`config.mk`:
```
export PLATFORM = sky130hd
export DESIGN_NAME = usbf_dma_resp
export DESIGN_NICKNAME = d
export VERILOG_FILES = /design/src/rtl/usbf_dma_resp.sv
export SDC_FILE = /design/constraint.sdc
export NUM_CORES = 1
export LEC_CHECK = 0
export ABC_CLOCK_PERIOD_IN_PS = 2600
export CELL_PAD_IN_SITES_DETAIL_PLACEMENT = 0
export CELL_PAD_IN_SITES_GLOBAL_PLACEMENT = 1
export CORE_MARGIN = 5
export CORE_UTILIZATION = 31
export CTS_BUF_LIST = sky130_fd_sc_hd__clkbuf_4 sky130_fd_sc_hd__clkbuf_8
export DETAILED_ROUTE_END_ITERATION = 6
export GPL_TIMING_DRIVEN = 0
export PLACE_DENSITY_LB_ADDON = 0.1
export RECOVER_POWER = 25
export SLEW_MARGIN = 10
export SYNTH_ARGS = -nofsm -noshare
export SYNTH_HDL_FRONTEND = slang
export SYNTH_SLANG_ARGS = --single-unit
export TNS_END_PERCENT = 5
```
`constraint.sdc`:
```
create_clock -name clk -period 2.6 [get_ports clk]
set_clock_uncertainty 0.2 [all_clocks]
set_input_delay 0.78 -clock clk [delete_from_list [all_inputs] [get_ports clk]]
set_output_delay 0.78 -clock clk [all_outputs]
set_load 0.03 [all_outputs]
```
`src/rtl/usbf_dma_resp.sv`:
```
// Single-channel DMA responder: one 32-bit host word per dma_req/dma_ack; 4 clocks/word at zero-wait memory,
// stalls in MEM until mem_ack. Define USBF_DMA_RESP_TIMEOUT_EN to add a mem_ack timeout and sticky err port.
module usbf_dma_resp #(
  parameter int AW     = 15,
  parameter int LW     = 12,
  parameter int TO_MAX = 255
) (
  input  logic          clk,
  input  logic          rst,
  input  logic          cfg_we,
  input  logic [AW-1:0] cfg_adr,
  input  logic [LW-1:0] cfg_len,
  input  logic          cfg_dir,
  input  logic          abort,
  input  logic          dma_req,
  output logic          dma_ack,
  input  logic [31:0]   ep_rdata,
  output logic [31:0]   ep_wdata,
  output logic [AW-1:0] mem_adr,
  output logic          mem_we,
  output logic          mem_req,
  input  logic          mem_ack,
  output logic [31:0]   mem_wdata,
  input  logic [31:0]   mem_rdata,
  output logic          busy,
  output logic          done,
`ifdef USBF_DMA_RESP_TIMEOUT_EN
  output logic          err,
`endif
  output logic [LW-1:0] words_left
);

  typedef enum logic [1:0] {IDLE, MEM, ACK, GAP} state_t;

  if (TO_MAX < 1 || TO_MAX > 255) begin : g_to_max_chk
    $error("usbf_dma_resp: TO_MAX must be within 1..255");
  end

  state_t        state_q, state_d;
  logic [AW-1:0] adr_q, adr_d;
  logic [LW-1:0] left_q, left_d;
  logic          busy_q, busy_d;
  logic          done_q, done_d;
  logic          dir_q, dir_d;
  logic          req_q, req_d;
  logic          we_q, we_d;
  logic [31:0]   mwd_q, mwd_d;
  logic [31:0]   epw_q, epw_d;
  logic          cfg_ok;
`ifdef USBF_DMA_RESP_TIMEOUT_EN
  localparam logic [7:0] TO_LAST = 8'(TO_MAX - 1);
  logic [7:0]    to_cnt_q, to_cnt_d;
  logic          err_q, err_d;
`endif

  always_comb begin
    state_d = state_q;
    adr_d   = adr_q;
    left_d  = left_q;
    busy_d  = busy_q;
    done_d  = done_q;
    dir_d   = dir_q;
    req_d   = req_q;
    we_d    = we_q;
    mwd_d   = mwd_q;
    epw_d   = epw_q;
    cfg_ok  = 1'b0;
`ifdef USBF_DMA_RESP_TIMEOUT_EN
    to_cnt_d = to_cnt_q;
    err_d    = err_q;
`endif
    // abort discards everything in flight, including a coincident mem_ack or cfg_we
    if (abort) begin
      state_d = IDLE;
      req_d   = 1'b0;
      we_d    = 1'b0;
      busy_d  = 1'b0;
      left_d  = '0;
    end else begin
      cfg_ok = cfg_we && (state_q == IDLE || state_q == GAP);
      case (state_q)
        IDLE: begin
          if (!cfg_ok && busy_q && dma_req) begin
            state_d = MEM;
            req_d   = 1'b1;
            we_d    = !dir_q;
            if (!dir_q) mwd_d = ep_rdata;
`ifdef USBF_DMA_RESP_TIMEOUT_EN
            to_cnt_d = '0;
`endif
          end
        end
        MEM: begin
          if (mem_ack) begin
            state_d = ACK;
            req_d   = 1'b0;
            we_d    = 1'b0;
            if (dir_q) epw_d = mem_rdata;
          end
`ifdef USBF_DMA_RESP_TIMEOUT_EN
          else if (to_cnt_q == TO_LAST) begin
            state_d = IDLE;
            req_d   = 1'b0;
            we_d    = 1'b0;
            busy_d  = 1'b0;
            err_d   = 1'b1;
          end else begin
            to_cnt_d = to_cnt_q + 8'd1;
          end
`endif
        end
        ACK: begin
          state_d = GAP;
          adr_d   = adr_q + AW'(1);
          if (left_q != '0) left_d = left_q - LW'(1);
          if (left_q == LW'(1)) begin
            busy_d = 1'b0;
            done_d = 1'b1;
          end
        end
        GAP:     state_d = IDLE;
        default: state_d = IDLE;
      endcase
      if (cfg_ok) begin
        left_d = cfg_len;
        adr_d  = cfg_adr;
        dir_d  = cfg_dir;
        done_d = 1'b0;
        busy_d = (cfg_len != '0);
`ifdef USBF_DMA_RESP_TIMEOUT_EN
        err_d  = 1'b0;
`endif
      end
    end
  end

  always_ff @(posedge clk) begin
    if (!rst) begin
      state_q <= IDLE;
      adr_q   <= '0;
      left_q  <= '0;
      busy_q  <= 1'b0;
      done_q  <= 1'b0;
      dir_q   <= 1'b0;
      req_q   <= 1'b0;
      we_q    <= 1'b0;
      mwd_q   <= '0;
      epw_q   <= '0;
`ifdef USBF_DMA_RESP_TIMEOUT_EN
      to_cnt_q <= '0;
      err_q    <= 1'b0;
`endif
    end else begin
      state_q <= state_d;
      adr_q   <= adr_d;
      left_q  <= left_d;
      busy_q  <= busy_d;
      done_q  <= done_d;
      dir_q   <= dir_d;
      req_q   <= req_d;
      we_q    <= we_d;
      mwd_q   <= mwd_d;
      epw_q   <= epw_d;
`ifdef USBF_DMA_RESP_TIMEOUT_EN
      to_cnt_q <= to_cnt_d;
      err_q    <= err_d;
`endif
    end
  end

  assign dma_ack    = (state_q == ACK);
  assign mem_req    = req_q;
  assign mem_we     = we_q;
  assign mem_adr    = adr_q;
  assign mem_wdata  = mwd_q;
  assign ep_wdata   = epw_q;
  assign busy       = busy_q;
  assign done       = done_q;
  assign words_left = left_q;
`ifdef USBF_DMA_RESP_TIMEOUT_EN
  assign err        = err_q;
`endif

endmodule

```
# Word level (Yosys, flattened, before mapping)
# Cells that the tools add are included.
# word_totals
ff_bits	98
# op_classes
addsub	2
eq_ne	6
muxes	19
bitwise	3
n_reduce_logical	23
# ops
op	count
$mux W12	3
$mux W15	2
$reduce_bool A12 Y1	2
$add A15 B1 Y15 const B	1
$eq A12 B1 Y1 const B	1
$sub A12 B1 Y12 const B	1
$reduce_and A2 Y1	5
$mux W1	9
$pmux W2 S4	1
$reduce_and A4 Y1	2
$reduce_bool A2 Y1	4
$reduce_and A3 Y1	2
$eq A2 B2 Y1 const B	2
$mux W2	2
$pmux W1 S2	2
$logic_and A1 B1 Y1	3
$not A1 Y1	3
$eq A2 B1 Y1 const B	1
$logic_not A1 Y1	2
$logic_not A2 Y1	1
$ne A2 B1 Y1 const B	1
$ne A2 B2 Y1 const B	1
$reduce_or A2 Y1	1
$logic_or A1 B1 Y1	1

# Logic depth before layout (Yosys ltp)
# logic_depth
word_depth	8
depth_mapped	8

# Worst setup path after synthesis
# No wires, ideal clock.
# synth_path
kind	in2reg
from	input port cfg_we
to	register mwd_q[10] (netlist: mem_wdata[10])
setup_time_ns	0.132
arrival_ns	1.913
slack_ns	0.354
cell_stages	5
n_path_buf	1
cell_sequence	nor2b_1 or4b_1 clkbuf_1 o21ai_1 a21oi_1
# synth_via
elab_chain_cells	5
# synth_rtl
element	line_no	text
from (decl)	10	input logic cfg_we,
$logic_and A1 B1 Y1	80	cfg_ok = cfg_we && (state_q == IDLE || state_q == GAP);
$logic_not A1 Y1	83	if (!cfg_ok && busy_q && dma_req) begin
$logic_and A1 B1 Y1 (2 in a row)	83	
$reduce_and A4 Y1 (no source line)	n/a	
to (signal assigned)	162	mwd_q <= mwd_d;
to (decl)	47	logic [31:0] mwd_q, mwd_d;
# No other way between the ends.
# A chain may end at the register's enable or synchronous reset.

# Final worst setup path
# layout_path
from	input port cfg_we
to	register left_q[5] (netlist: words_left[5])
# layout_via
elab_chain_cells	3
word_cells_on_any_way	5
classes_between	mux (1); reduce/logical (4)
# layout_rtl
element	line_no	text
$logic_and A1 B1 Y1 (*)	80	
$reduce_bool A2 Y1 (no source line)	n/a	
$reduce_and A2 Y1 (no source line)	n/a	
to (signal assigned)	156	left_q <= left_d;
to (decl)	41	logic [LW-1:0] left_q, left_d;
# Every way passes the cells marked *; elsewhere a longest branch is shown, timed or not.

==> metrics.yaml <==
power_and_ir_drop:
  power_density_nw_per_um2: 453.6
  leakage_nw: 2.241
  vdd_ir_drop_max_mv: 0.1892
layout:
  final_common_cell: "clkdlybuf4s50_1"
  drive_gt1_share_pct: 5.997
  area_growth_syn_to_layout_pct: 52.13
  insertedDiodeCount: 0
  final_cell_mix: "clkdlybuf4s50_1 (183), dfxtp_1 (98), a21oi_1 (92), nand2_1 (83), nand3_1 (46)"
  post-route-util_pct: 48.63
  nets: 868
  final_area_um2: 6803
logic_synthesis:
  yosysSeqAreaShare_pct: 43.87
  synth_ff_type: "dfxtp_1"
  ys_top_cells_by_area: "dfxtp_1 (44%), a21oi_1 (10%), nand2_1 (7.0%)"
  syn-num-nets: 666
  ys_ff_latch: 98
  synth_edf_count: 0
  synth_cell_type_count: 58
  syn_inst: 560
  yosysWarnings: 0
  syn_area_per_cell_um2: 7.985
  yosysTopAreaCellShare_pct: 43.87
  synth_area_leader_cell: "dfxtp_1"
  netlist_area_um2: 4472
  async_flop_share_pct: 0
cts:
  cts_root_buffer: "clkbuf_8"
  postCtsHoldBufs: 0
  cts_max_level: 3
  cts_sinks: 98
  postCtsSetupBuffers: 0
  insertion_delay_ps: 370
  cts_resized: 6
  cts_tree: "done"
  cts_buffers: 9
  cts_buffer_depth: 2
  path_clk_slew_ps: 90
run:
  maxCapViolations: 0
global_routing:
  grt_pass1_wl_um: 24900
  grt_pass1_vias: 4752
  grtUsageTotal_pct: 18.45
  overflow: 0
  antenna_found_initial: 0
  grt_start_max_net_pins: 17
floorplanning:
  initial_core_util_pct: 31.97
  die_area_um2: 16930
  die_h_um: 130.1
  core-area_um2: 13990
  die_w_um: 130.1
  rows: 43
  pin_count: 194
place:
  port_buffers: 191
  placed_area_um2: 6609
  dp_hpwl_um: 12250
  place_ws_ps: -516.9
  place_congestion: 0.8601
worst_hold_path:
  whs_endpoint: "ep_wdata[18]"
  hold_path.class: "flop to flop"
  hold_depth: 2
  min_from: "ep_wdata[18]"
drt:
  wl_per_cell_um: 17.13
  drtIter0Drc: 322
  vias_per_cell: 5.250
  ant_nets: 0
  num_vias: 4972
  finalWirelength_um: 16230
  drc: 0
  drt_pass1_iterations: 5
sta:
  fin_ws_ps: -11.35
  worst_pin_slew_ps: 757.2
  setup_viol: 2
  min_period_ps: 2611
  whs_ps: 258.7
  final_max_slew_viol_count: 0
  hold_violations: 0
  slew_headroom_pct: 49.06
  timing.fmax_mhz: 382.9
  rsz0062_at_grt: "yes"
  fin_crit_sh_pct: 100.4
worst_setup_path:
  reg2reg_from: "state_q[0]"
  slowest_stage: "clkdlybuf4s50_1"
  worstSetupEndpointType: "flop"
  r2r_slack_ps: 30
  worstReg2RegEnd: "words_left[5]"
  arrival_ps: 2650
  start_kind: "input pin"
  path_class: "input pin to flop"
  critPathRequiredTime_ps: 2640
  crit_chain: "clkdlybuf4s50_1 -> nand2b_1 -> clkbuf_1 -> buf_1 -> nor2_1 -> a32oi_1 -> o211ai_1"
  worstPathMaxFanout: 10
  cpPeakStageDelay_ps: 460
  reg2reg_depth: 8
status:
  violations: "setup timing"
  status: "complete, but fails checks"
-- metal layers --
metal / share of wire (%) / wire length (um) / GRT usage [%] / vias to the layer above
met5: 0 / 0 / 0 / -
met1: 44 / 7203 / 24.73 / 2344
met4: 1.8 / 288 / 6.235 / 0
met2: 46 / 7514 / 29.78 / 177
met3: 7.5 / 1218 / 3.643 / 20
li1: - / - / - / 2431
-- cells by family (layout without fill, tap and decap cells) --
logic type / after synthesis / in the layout / share of synthesized area, %
compound gates: 185 / 185 / 23.73
xor+xnor: 2 / 2 / 0.3918
fa+ha+maj: 8 / 8 / 2.238
buf+inv: 52 / 259 / 4.617
flops: 98 / 98 / 43.87
mux: 3 / 3 / 0.6715
simple gates: 212 / 212 / 24.48
-- where the power goes --
group | switching (mW) | leakage [nW] | total (mW) | internal (mW)
Clock | 0.560 | 0.0945 | 1.03 | 0.471
Sequential | 0.0356 | 0.793 | 1.56 | 1.53
Combinational | 0.256 | 1.35 | 0.491 | 0.235
-- how the worst max path moves through the flow --
stage | start | cells after the start | end | slack (ps)
after floorplan | cfg_we | 5 | mem_wdata[10] | 350
after global placement | cfg_we | 7 | words_left[10] | -520
after detailed placement | cfg_we | 7 | words_left[10] | -520
after CTS | cfg_we | 6 | mem_wdata[20] | -40
after global routing | state_q[0] | 8 | words_left[11] | -150
final | cfg_we | 7 | words_left[5] | -10
-- critical path: cells and delay by family --
| kind | cells | cell delay, ps |
|---|---|---|
| simple gates | 2 | 230 |
| compound gates | 2 | 330 |
| buf+inv | 3 | 1300 |
-- Yosys cell counts, drive strengths merged, types with 3 or more instances --
master   n
nor4b    5
a21oi   93
buf     12
o31ai    3
nor3     4
o21ai   54
or3      6
nor3b    3
clkbuf  32
ha       8
or4b     3
nand2b   6
and3     5
a31oi    7
and2     5
nand2   83
nor2    14
or4      3
a311oi   3
nor4     6
mux2i    3
dfxtp   98
o211ai   4
nor2b    3
nand3   46
inv      7
and4     4
nand4   13
-- area by class of cell --
type,count,area [um2]
inverter,8,30.03
clock buffer,10,137.6
timing repair buffer,191,1879
sequential,98,1962
tap,180,225.2
clock inverter,6,66.31
multi-input combinational,410,2317
buffer,44,185.2
fill,1383,7186
-- per-stage QoR --
step                setup TNS, ps  cells  power, mW
floorplan                       0    560      1.813
global placement           -31210    931      2.086
detailed placement         -32280    931      2.089
CTS                        -392.1    947      3.124
global route                -4063    947      3.232
finish                     -15.96    947      3.086
-- sequential cells by signal (all words and copies together), names as in the netlist --
register / count
mem_adr: 15
mem_we: 1
busy: 1
done: 1
ep_wdata: 32
mem_req: 1
mem_wdata: 32
state_q: 2
words_left: 12
dir_q: 1
(Power assumes the default switching activity.)
==> edit, RTL diff (same settings) <==
Change the parameter `LW` from 12 to 13.
--- a/src/rtl/usbf_dma_resp.sv
+++ b/src/rtl/usbf_dma_resp.sv
@@ -3,5 +3,5 @@
 module usbf_dma_resp #(
   parameter int AW     = 15,
-  parameter int LW     = 12,
+  parameter int LW     = 13,
   parameter int TO_MAX = 255
 ) (
Interface: changed (resized cfg_len and words_left); port bits go from 194 to 196. No check against the original RTL was run, so the function may have changed too.
==> edit against the unedited design <==
Sequential cell count is 1 higher; design area shrank 0.77%; area after synthesis down 4.0%; routed wire length decreased by 7.5%; final cell count increased by 0.11%; via count decreased by 7.4%; power is 5.5% higher; critical path depth fell by 6; worst setup slack better by 0.047 ns; largest cell class unchanged; highest routed layer unchanged.
==> edit: results (changes against the unedited design) <==
[hold_path]
min_to=mem_wdata[26]  ; was ep_wdata[18]
min_from=mem_wdata[26]  ; was ep_wdata[18]
hold_path_depth=2  ; unchanged

[routing]
wire_per_inst_um=15.8  ; was 17.1 um
vias=4605  ; was 4972
initialDrtViolationCount=248  ; was 322

[cells_and_area]
nets=871  ; was 868
drive_above_1_share_pct=5.08  ; was 6.00%
area_growth_pct=57.2  ; was 52.1%
fillers=1373  ; was 1383
layoutNonFillerInstCount=948  ; was 947

[setup_path]
reg2reg_from=state_q[1]  ; was state_q[0]
critical_path_arrival_ns=1.58  ; was 2.65 ns
ff2ff_path_depth=7  ; was 8
regToRegSetupSlack_ns=0.10  ; was 0.03 ns
worst-path-max-fanout=6  ; was 10
cpPeakStageDelay_ns=0.74  ; was 0.46 ns

[place]
io_buffers=195  ; was 191
placed_area_um2=6470  ; was 6610 um2
gp_congestion=0.830  ; was 0.860
place_ws_ns=-0.574  ; was -0.517 ns
dp_hpwl_mm=11.3  ; was 12.3 mm

[yosys]
yosysUniqueCellTypes=55  ; was 58
synthTopCellsByArea=dfxtp_1 46%, nand2_1 14%, a21oi_1 9.6%, clkbuf_1 3.0%, ha_1 2.3%  ; was dfxtp_1 44%, a21oi_1 10%, nand2_1 7.0%, nand3_1 5.1%, o21ai_1 4.0%
synth_cells=556  ; was 560
synth_nets=663  ; was 666
seq_area_frac_synth_pct=46.2  ; was 43.9%
ys_warn_count=0  ; unchanged
synth_common_cells=162 x nand2_1, 99 x dfxtp_1, 82 x a21oi_1, 34 x clkbuf_1, 21 x nor2_1  ; was 98 x dfxtp_1, 92 x a21oi_1, 83 x nand2_1, 46 x nand3_1, 36 x o21ai_1

[global_routing]
grt_util_all_layers_pct=17.8  ; was 18.5%
grt_first_pass_wirelength_mm=23.3  ; was 24.9 mm
grt_overflow=0  ; unchanged
first_global_vias=4615  ; was 4752

[outcome]
outcome=completed  ; was finished, violations left

[sta]
holdWs_ns=0.257  ; was 0.259 ns
timing.slew.headroom_pct=61.8  ; was 49.1%

[pwr]
switching_share_pct=25.1  ; was 27.6%
ir_worst_vdd_v=0.000279  ; was 0.000189 V
p_leak_uw=0.00239  ; was 0.00224 uW

[flow_run]
cap_violations=0  ; unchanged

==> edit: cell families after synthesis <==
kind of cell / count (synthesis) / share of synthesized area [%]
and+or+nand+nor: 246 / 25.4
AOI/OAI and AO/OA: 149 / 20.4
DFF: 99 / 46.2
buffers and inverters: 47 / 4.20
adders and majority gates: 8 / 2.33
xor gates and xnor gates: 5 / 1.02
muxes: 2 / 0.466
==> edit: area by class of cell <==
class,count,area share [%]
buffer,37,2.24
clock buffer,10,2.04
clock inverter,5,1.59
inverter,9,0.556
multi-input combinational,410,31.8
sequential,99,29.4
tap,180,3.34
timing repair buffer,198,29.1
==> edit: metal layers <==
layer	wire length (um)	track usage [%]	up-vias
met3	1220	5.79	20
met2	7080	29.2	151
met1	6450	21.8	2108
li1	-	-	2326
met4	257	6.62	0
met5	0	0	-
==> edit: worst max-delay path by stage <==
stage	startpoint	slack (ns)	end
global placement	rst	-0.56	ep_wdata[31]
global route	state_q[1]	-0.11	mem_adr[8]
detailed placement	rst	-0.57	mem_adr[2]
floorplan	state_q[0]	0.45	words_left[9]
CTS	abort	0.005	ep_wdata[7]
finish	words_left[3]	0.04	words_left[3]
==> edit: timing repair <==
item	4_1_cts	5_1_grt
resized for setup	4	17
buffers inserted	0	3
gates cloned	0	0
endpoints found under the setup margin	54	84
==> edit: worst min-delay path, cell delays in order (launching register included) <==
cell,delay (ns)
dfxtp_1,0.32
nand2_1,0.05
a21oi_1,0.05
==> edit: power by group through the flow <==
stage / combinational, uW / sequential (uW) / clock, uW
CTS: 446 / 1570 / 1270
finish: 448 / 1570 / 1230
floorplan: 140 / 1650 / 0
detailed placement: 444 / 1610 / 0
global route: 481 / 1580 / 1330
global placement: 442 / 1610 / 0
